File: src/rtl/sha256_dma_fetch.sv
// sha256_dma_fetch
// Read-side DMA sequencer for the SHA256 engine. A start command fetches
// 1..16 consecutive 64-bit words from system memory with single-beat reads
// and streams each word, tagged with its index, to the message-schedule
// loader. Alignment, length and per-phase timeout are checked. Errors are
// sticky until abort_i or reset.
//
// Ports
//   axi_clk_i, axi_rstn_i     clock, asynchronous active-low reset
//   start_i, abort_i          command pulses
//   base_addr_i, nwords_i     transfer parameters, sampled at start
//   busy_o, done_o            status (busy in REQ/REL, done is a pulse)
//   err_o, err_code_o         sticky error (1 bus, 2 timeout, 3 bad params)
//   word_o, word_idx_o,
//   word_valid_o              captured word stream towards the loader
//   axi_raddr_o, axi_rvalid_o,
//   axi_rsel_o, axi_rlen_o,
//   axi_rfixed_o              read request side of the client bus
//   axi_rdata_i, axi_rrdy_i,
//   axi_rerr_i                read response side of the client bus
//
// Handshake (four-phase, single beat): the master raises axi_rvalid_o with
// a stable address; the slave answers by raising axi_rrdy_i with data (or
// axi_rerr_i); the master drops axi_rvalid_o; the slave drops axi_rrdy_i;
// only then may the next request be raised.
`timescale 1ns/1ps
module sha256_dma_fetch #(
   parameter int TIMEOUT = 255
) (
   input  logic        axi_clk_i,
   input  logic        axi_rstn_i,
   input  logic        start_i,
   input  logic        abort_i,
   input  logic [31:0] base_addr_i,
   input  logic [4:0]  nwords_i,
   output logic        busy_o,
   output logic        done_o,
   output logic        err_o,
   output logic [1:0]  err_code_o,
   output logic [63:0] word_o,
   output logic [3:0]  word_idx_o,
   output logic        word_valid_o,
   output logic [31:0] axi_raddr_o,
   output logic        axi_rvalid_o,
   output logic [7:0]  axi_rsel_o,
   output logic [3:0]  axi_rlen_o,
   output logic        axi_rfixed_o,
   input  logic [63:0] axi_rdata_i,
   input  logic        axi_rrdy_i,
   input  logic        axi_rerr_i
);

   localparam int CW = $clog2(TIMEOUT + 1);

   typedef enum logic [1:0] {S_IDLE, S_REQ, S_REL, S_ERR} state_t;

   state_t        state_q, state_d;
   logic [3:0]    idx_q, idx_d;
   logic [4:0]    nwords_q, nwords_d;
   logic [CW-1:0] cnt_q, cnt_d;
   logic [1:0]    code_q, code_d;
   logic          done_q, done_d;
   logic          wvalid_q, wvalid_d;
   logic [63:0]   word_q, word_d;
   logic [3:0]    widx_q, widx_d;
   logic [31:0]   raddr_q, raddr_d;
   logic          last_word;
   logic          tmo_hit;

   assign last_word = (({1'b0, idx_q} + 5'd1) == nwords_q);
   // The counter starts at 0 on state entry, so the phase has lasted
   // TIMEOUT cycles when it shows TIMEOUT-1 at the deciding edge.
   assign tmo_hit   = (cnt_q == CW'(TIMEOUT - 1));

   always_ff @(posedge axi_clk_i or negedge axi_rstn_i) begin
      if (!axi_rstn_i) begin
         state_q  <= S_IDLE;
         idx_q    <= '0;
         nwords_q <= '0;
         cnt_q    <= '0;
         code_q   <= '0;
         done_q   <= 1'b0;
         wvalid_q <= 1'b0;
         word_q   <= '0;
         widx_q   <= '0;
         raddr_q  <= '0;
      end else begin
         state_q  <= state_d;
         idx_q    <= idx_d;
         nwords_q <= nwords_d;
         cnt_q    <= cnt_d;
         code_q   <= code_d;
         done_q   <= done_d;
         wvalid_q <= wvalid_d;
         word_q   <= word_d;
         widx_q   <= widx_d;
         raddr_q  <= raddr_d;
      end
   end

   always_comb begin
      state_d  = state_q;
      idx_d    = idx_q;
      nwords_d = nwords_q;
      cnt_d    = cnt_q;
      code_d   = code_q;
      done_d   = 1'b0;
      wvalid_d = 1'b0;
      word_d   = word_q;
      widx_d   = widx_q;
      raddr_d  = raddr_q;
      if (abort_i) begin
         state_d = S_IDLE;
         code_d  = 2'd0;
         cnt_d   = '0;
      end else begin
         case (state_q)
            S_IDLE: begin
               if (start_i) begin
                  if ((base_addr_i[2:0] != 3'd0) || (nwords_i > 5'd16)) begin
                     state_d = S_ERR;
                     code_d  = 2'd3;
                  end else if (nwords_i == 5'd0) begin
                     done_d = 1'b1;
                  end else begin
                     state_d  = S_REQ;
                     raddr_d  = base_addr_i;
                     nwords_d = nwords_i;
                     idx_d    = '0;
                     cnt_d    = '0;
                  end
               end
            end
            S_REQ: begin
               // A bus error wins over a simultaneous ready.
               if (axi_rerr_i) begin
                  state_d = S_ERR;
                  code_d  = 2'd1;
               end else if (axi_rrdy_i) begin
                  state_d  = S_REL;
                  word_d   = axi_rdata_i;
                  widx_d   = idx_q;
                  wvalid_d = 1'b1;
                  cnt_d    = '0;
               end else if (tmo_hit) begin
                  state_d = S_ERR;
                  code_d  = 2'd2;
               end else begin
                  cnt_d = cnt_q + 1'b1;
               end
            end
            S_REL: begin
               if (!axi_rrdy_i) begin
                  cnt_d = '0;
                  if (last_word) begin
                     state_d = S_IDLE;
                     done_d  = 1'b1;
                  end else begin
                     state_d = S_REQ;
                     idx_d   = idx_q + 4'd1;
                     // Address wraps modulo 2^32 without an error.
                     raddr_d = raddr_q + 32'd8;
                  end
               end else if (tmo_hit) begin
                  state_d = S_ERR;
                  code_d  = 2'd2;
               end else begin
                  cnt_d = cnt_q + 1'b1;
               end
            end
            S_ERR: begin
               state_d = S_ERR;
            end
            default: begin
               state_d = S_IDLE;
            end
         endcase
      end
   end

   // Status flags decode straight from the state register, so they drop
   // together with the asynchronous reset.
   assign busy_o       = (state_q == S_REQ) || (state_q == S_REL);
   assign axi_rvalid_o = (state_q == S_REQ);
   assign err_o        = (state_q == S_ERR);
   assign err_code_o   = code_q;
   assign done_o       = done_q;
   assign word_o       = word_q;
   assign word_idx_o   = widx_q;
   assign word_valid_o = wvalid_q;
   assign axi_raddr_o  = raddr_q;
   assign axi_rsel_o   = 8'hFF;
   assign axi_rlen_o   = 4'h1;
   assign axi_rfixed_o = 1'b0;

endmodule
File: config.mk
export PLATFORM = sky130hd
export DESIGN_NAME = sha256_dma_fetch
export DESIGN_NICKNAME = d
export VERILOG_FILES = /design/src/rtl/sha256_dma_fetch.sv
export SDC_FILE = /design/constraint.sdc
export NUM_CORES = 1
export LEC_CHECK = 0
export BUFFER_PORTS_ARGS = -buffer_cell sky130_fd_sc_hd__buf_2
export CAP_MARGIN = 20
export CELL_PAD_IN_SITES_DETAIL_PLACEMENT = 0
export CELL_PAD_IN_SITES_GLOBAL_PLACEMENT = 1
export CORE_MARGIN = 2
export CORE_UTILIZATION = 41
export CTS_CLUSTER_DIAMETER = 40
export DETAILED_ROUTE_END_ITERATION = 8
export GPL_ROUTABILITY_DRIVEN = 0
export PLACE_DENSITY_LB_ADDON = 0.1
export RECOVER_POWER = 50
export SLEW_MARGIN = 25
export SYNTH_ARGS = -nofsm -noshare
export SYNTH_HDL_FRONTEND = slang
export SYNTH_SLANG_ARGS = --single-unit
File: constraint.sdc
create_clock -name axi_clk_i -period 4.65 [get_ports axi_clk_i]
set_input_delay 1.1625 -clock axi_clk_i [delete_from_list [all_inputs] [get_ports axi_clk_i]]
set_output_delay 1.1625 -clock axi_clk_i [all_outputs]
set_load 0.02 [all_outputs]
==> results.sh <==
export IMPL_outcome="complete, but fails checks"
export IMPL_violations="capacitance limit, slew limit"
export IMPL_worstSetupPathType="primary input to register"
export IMPL_die_w_um=128
export IMPL_crit_path_end_kind="register"
export IMPL_ys_seq_area_frac=0.485
export IMPL_num_vias=5511
export IMPL_cts_root_buf="clkbuf_16"
export IMPL_ant_nets=0
export IMPL_n_antenna_cell=0
export IMPL_yosys_cell_types_count=76
export IMPL_multiInputGateArea_mm2=0.00302
export IMPL_viasPerCell=5.63
export IMPL_hpwl_mm=12.7
export IMPL_clockBufferDepth=2
export IMPL_syn_area_mm2=0.00635
export IMPL_cts_buffers=17
export IMPL_syn_area_per_cell_um2=11.1
export IMPL_clk_latency_ns=0.42
export IMPL_antenna_found_initial=0
export IMPL_placed_cells=947
export IMPL_coreArea_mm2=0.0151
export IMPL_drv_slew=69
export IMPL_clock_fmax_mhz=313
export IMPL_die_h_um=128
export IMPL_final_common_cell="buf_2"
export IMPL_cts_sinks=123
export IMPL_finalCritPeriodShare=0.688
export IMPL_finalCriticalPeriod_ns=3.20
export IMPL_netlist_instances=574
export IMPL_port_buffers=213
export IMPL_synth_main_ff_cell="dfrtp_1"
export IMPL_hold_viol_final=0
export IMPL_h_tree_depth=4
export IMPL_synth_edf_count=0
export IMPL_seq_area_mm2=0.00308
export IMPL_design_portCount=227
export IMPL_cts_tree="built"
export IMPL_design_die_area_mm2=0.0165
export IMPL_vdd_ir_drop_max_uv=327
export IMPL_fin_tns_setup_ns=0
export IMPL_use_met2=0.355
export IMPL_track_usage=0.224
export IMPL_slew_headroom=-0.146
export IMPL_cts_hold_buf=0
export IMPL_final_setup_viol_count=0
export IMPL_nets=893
export IMPL_n_fill_cell=1418
export IMPL_post_cts_buffers=0
export IMPL_met1_usage=0.295
export IMPL_totalWireLength_mm=18.0
export IMPL_clk_pin_slew_worst_paths_ns=0.06
export IMPL_maxCapViolCount=1
export IMPL_dr_first_iter_drc_count=375
export IMPL_drc=0
export IMPL_area_growth_pct=26.5
export IMPL_synth_top_area_share=0.485
export IMPL_yosys_area_top_type="dfrtp_1"
export IMPL_grt_first_pass_wirelength_mm=28.7
export IMPL_avgRoutedWirePerCell_um=18.4
export IMPL_mostFrequentLayoutCells="159 x buf_2, 123 x dfrtp_1, 73 x mux2_2, 54 x clkbuf_1, 26 x nand2_1"
export IMPL_layout_drive_gt1_share=0.369
export IMPL_path_max_fanout=25
export IMPL_grt_max_degree=69
export IMPL_instances_no_fill=979
export IMPL_grt_pass1_vias=5411
export IMPL_cts_resized=0
export IMPL_p_leak_nw=3.59
export IMPL_fin_worst_skew_ns=0.00642
export IMPL_initial_core_util=0.419
export IMPL_required_ns=4.97
export IMPL_met3_usage=0.0590
export IMPL_yosysWarnings=0
export IMPL_grt_overflow_total=0
export IMPL_rsz0062_at_grt="no"
export IMPL_min_path_type="register to register"
export IMPL_cellPowerDensity_mw_per_mm2=695
export IMPL_cp_start_kind="primary input"
export IMPL_cp_arrival_ns=3.51
export IMPL_synthArstFlopShare=1.00
export IMPL_ys_top_cells_by_area="dfrtp_1 48%, mux2_2 13%, buf_4 1.9%"
export IMPL_rows=45
export IMPL_first_pass_iters=6
export IMPL_busiest_layer="met2"
export IMPL_tightest_slew_ns=1.72
export IMPL_synth_seq_cells=123
path summary, 6_finish.rpt:
| check | startpoint | end | slack [ns] | cells after the start |
|---|---|---|---|---|
| setup / recovery | base_addr_i[2] | axi_raddr_o[17] | 1.45 | 6 |
| hold / removal | axi_raddr_o[2] | axi_raddr_o[2] | 0.49 | 1 |
| setup reg to reg | state_q[0] | axi_raddr_o[29] | 1.68 | 6 |
| hold reg to reg | axi_raddr_o[2] | axi_raddr_o[2] | 0.49 | 1 |
| max in group asynchronous | axi_rstn_i | word_o[22] | 1.74 | 2 |
| min in group asynchronous | axi_rstn_i | axi_raddr_o[9] | 0.78 | 1 |
cells by family after synthesis:
group | after synthesis | share of synthesized area
AO/OA/AOI/OAI | 141 | 0.166
multiplexers | 76 | 0.134
XOR/XNOR | 7 | 0.0108
adder cells (fa/ha/maj) | 8 | 0.0158
buffers and inverters | 57 | 0.0485
other | 2 | 0.00118
flip-flops | 123 | 0.485
AND/OR/NAND/NOR | 160 | 0.139
area by class of cell:
class                   count  area share
flip-flops and latches    123       0.383
repair buffers            219       0.132
inverters                  12     0.00561
well taps                 188      0.0293
clock inverters            12      0.0173
clock buffers              20      0.0569
multi-input cells         405       0.376
Yosys cell counts (5+ instances only):
cell      count
buf_2         6
a311oi_1      5
a31oi_1       8
nor3_1       23
mux2_2       73
a221o_1       5
nand2_1      26
dfrtp_1     123
nand3_1      20
o31ai_1      10
and2_1        7
a211oi_1     13
ha_1          8
nand4_1      10
o32ai_1       9
inv_1        11
o211ai_1      6
buf_4        16
nor2_1       21
o21ai_0      19
a21oi_1      23
or3_1         7
clkbuf_1     19
nor4_1        6
and3_1       11
stage by stage:
step | instance area, um2 | hold WS [ns] | power (mW) | utilization | setup slack (ns)
after CTS | 8110 | 0.492 | 5.66 | 0.535 | 1.36
after global routing | 8030 | 0.510 | 5.94 | 0.530 | 1.24
final | 8030 | 0.491 | 5.58 | 0.530 | 1.45
after global placement | 7510 | 0.467 | 4.27 | 0.496 | 0.959
after detailed placement | 7510 | 0.474 | 4.32 | 0.496 | 0.908
after floorplan | 6390 | 0.499 | 3.50 | - | 1.66
routing by layer:
| metal | vias to the layer above | wire length [um] |
|---|---|---|
| met4 | 0 | 337 |
| met3 | 23 | 1290 |
| li1 | 2563 | - |
| met5 | - | 0 |
| met1 | 2707 | 7780 |
| met2 | 218 | 8600 |
report_power, final:
part | total [mW] | switching, mW | internal [mW] | leakage, nW
clock | 1.32 | 0.502 | 0.821 | 0.279
sequential | 1.87 | 0.378 | 1.50 | 1.55
combinational | 2.38 | 1.50 | 0.881 | 1.76
flip-flops by register name, summed over array words and instances (netlist names), 2 cells and up:
signal and cells:
word_o 64, axi_raddr_o 32, cnt_q 8, nwords_q 5
idx_q 4, word_idx_o 4, err_code_o 2, state_q 2
critical path, cell delays in order:
cell and delay (ns):
buf_2 0.10, or4b_4 0.58, a221oi_2 0.37, a21boi_4 0.74
nand3_2 0.23, o311ai_1 0.31
No activity file was read; power rests on OpenSTA's default activity.
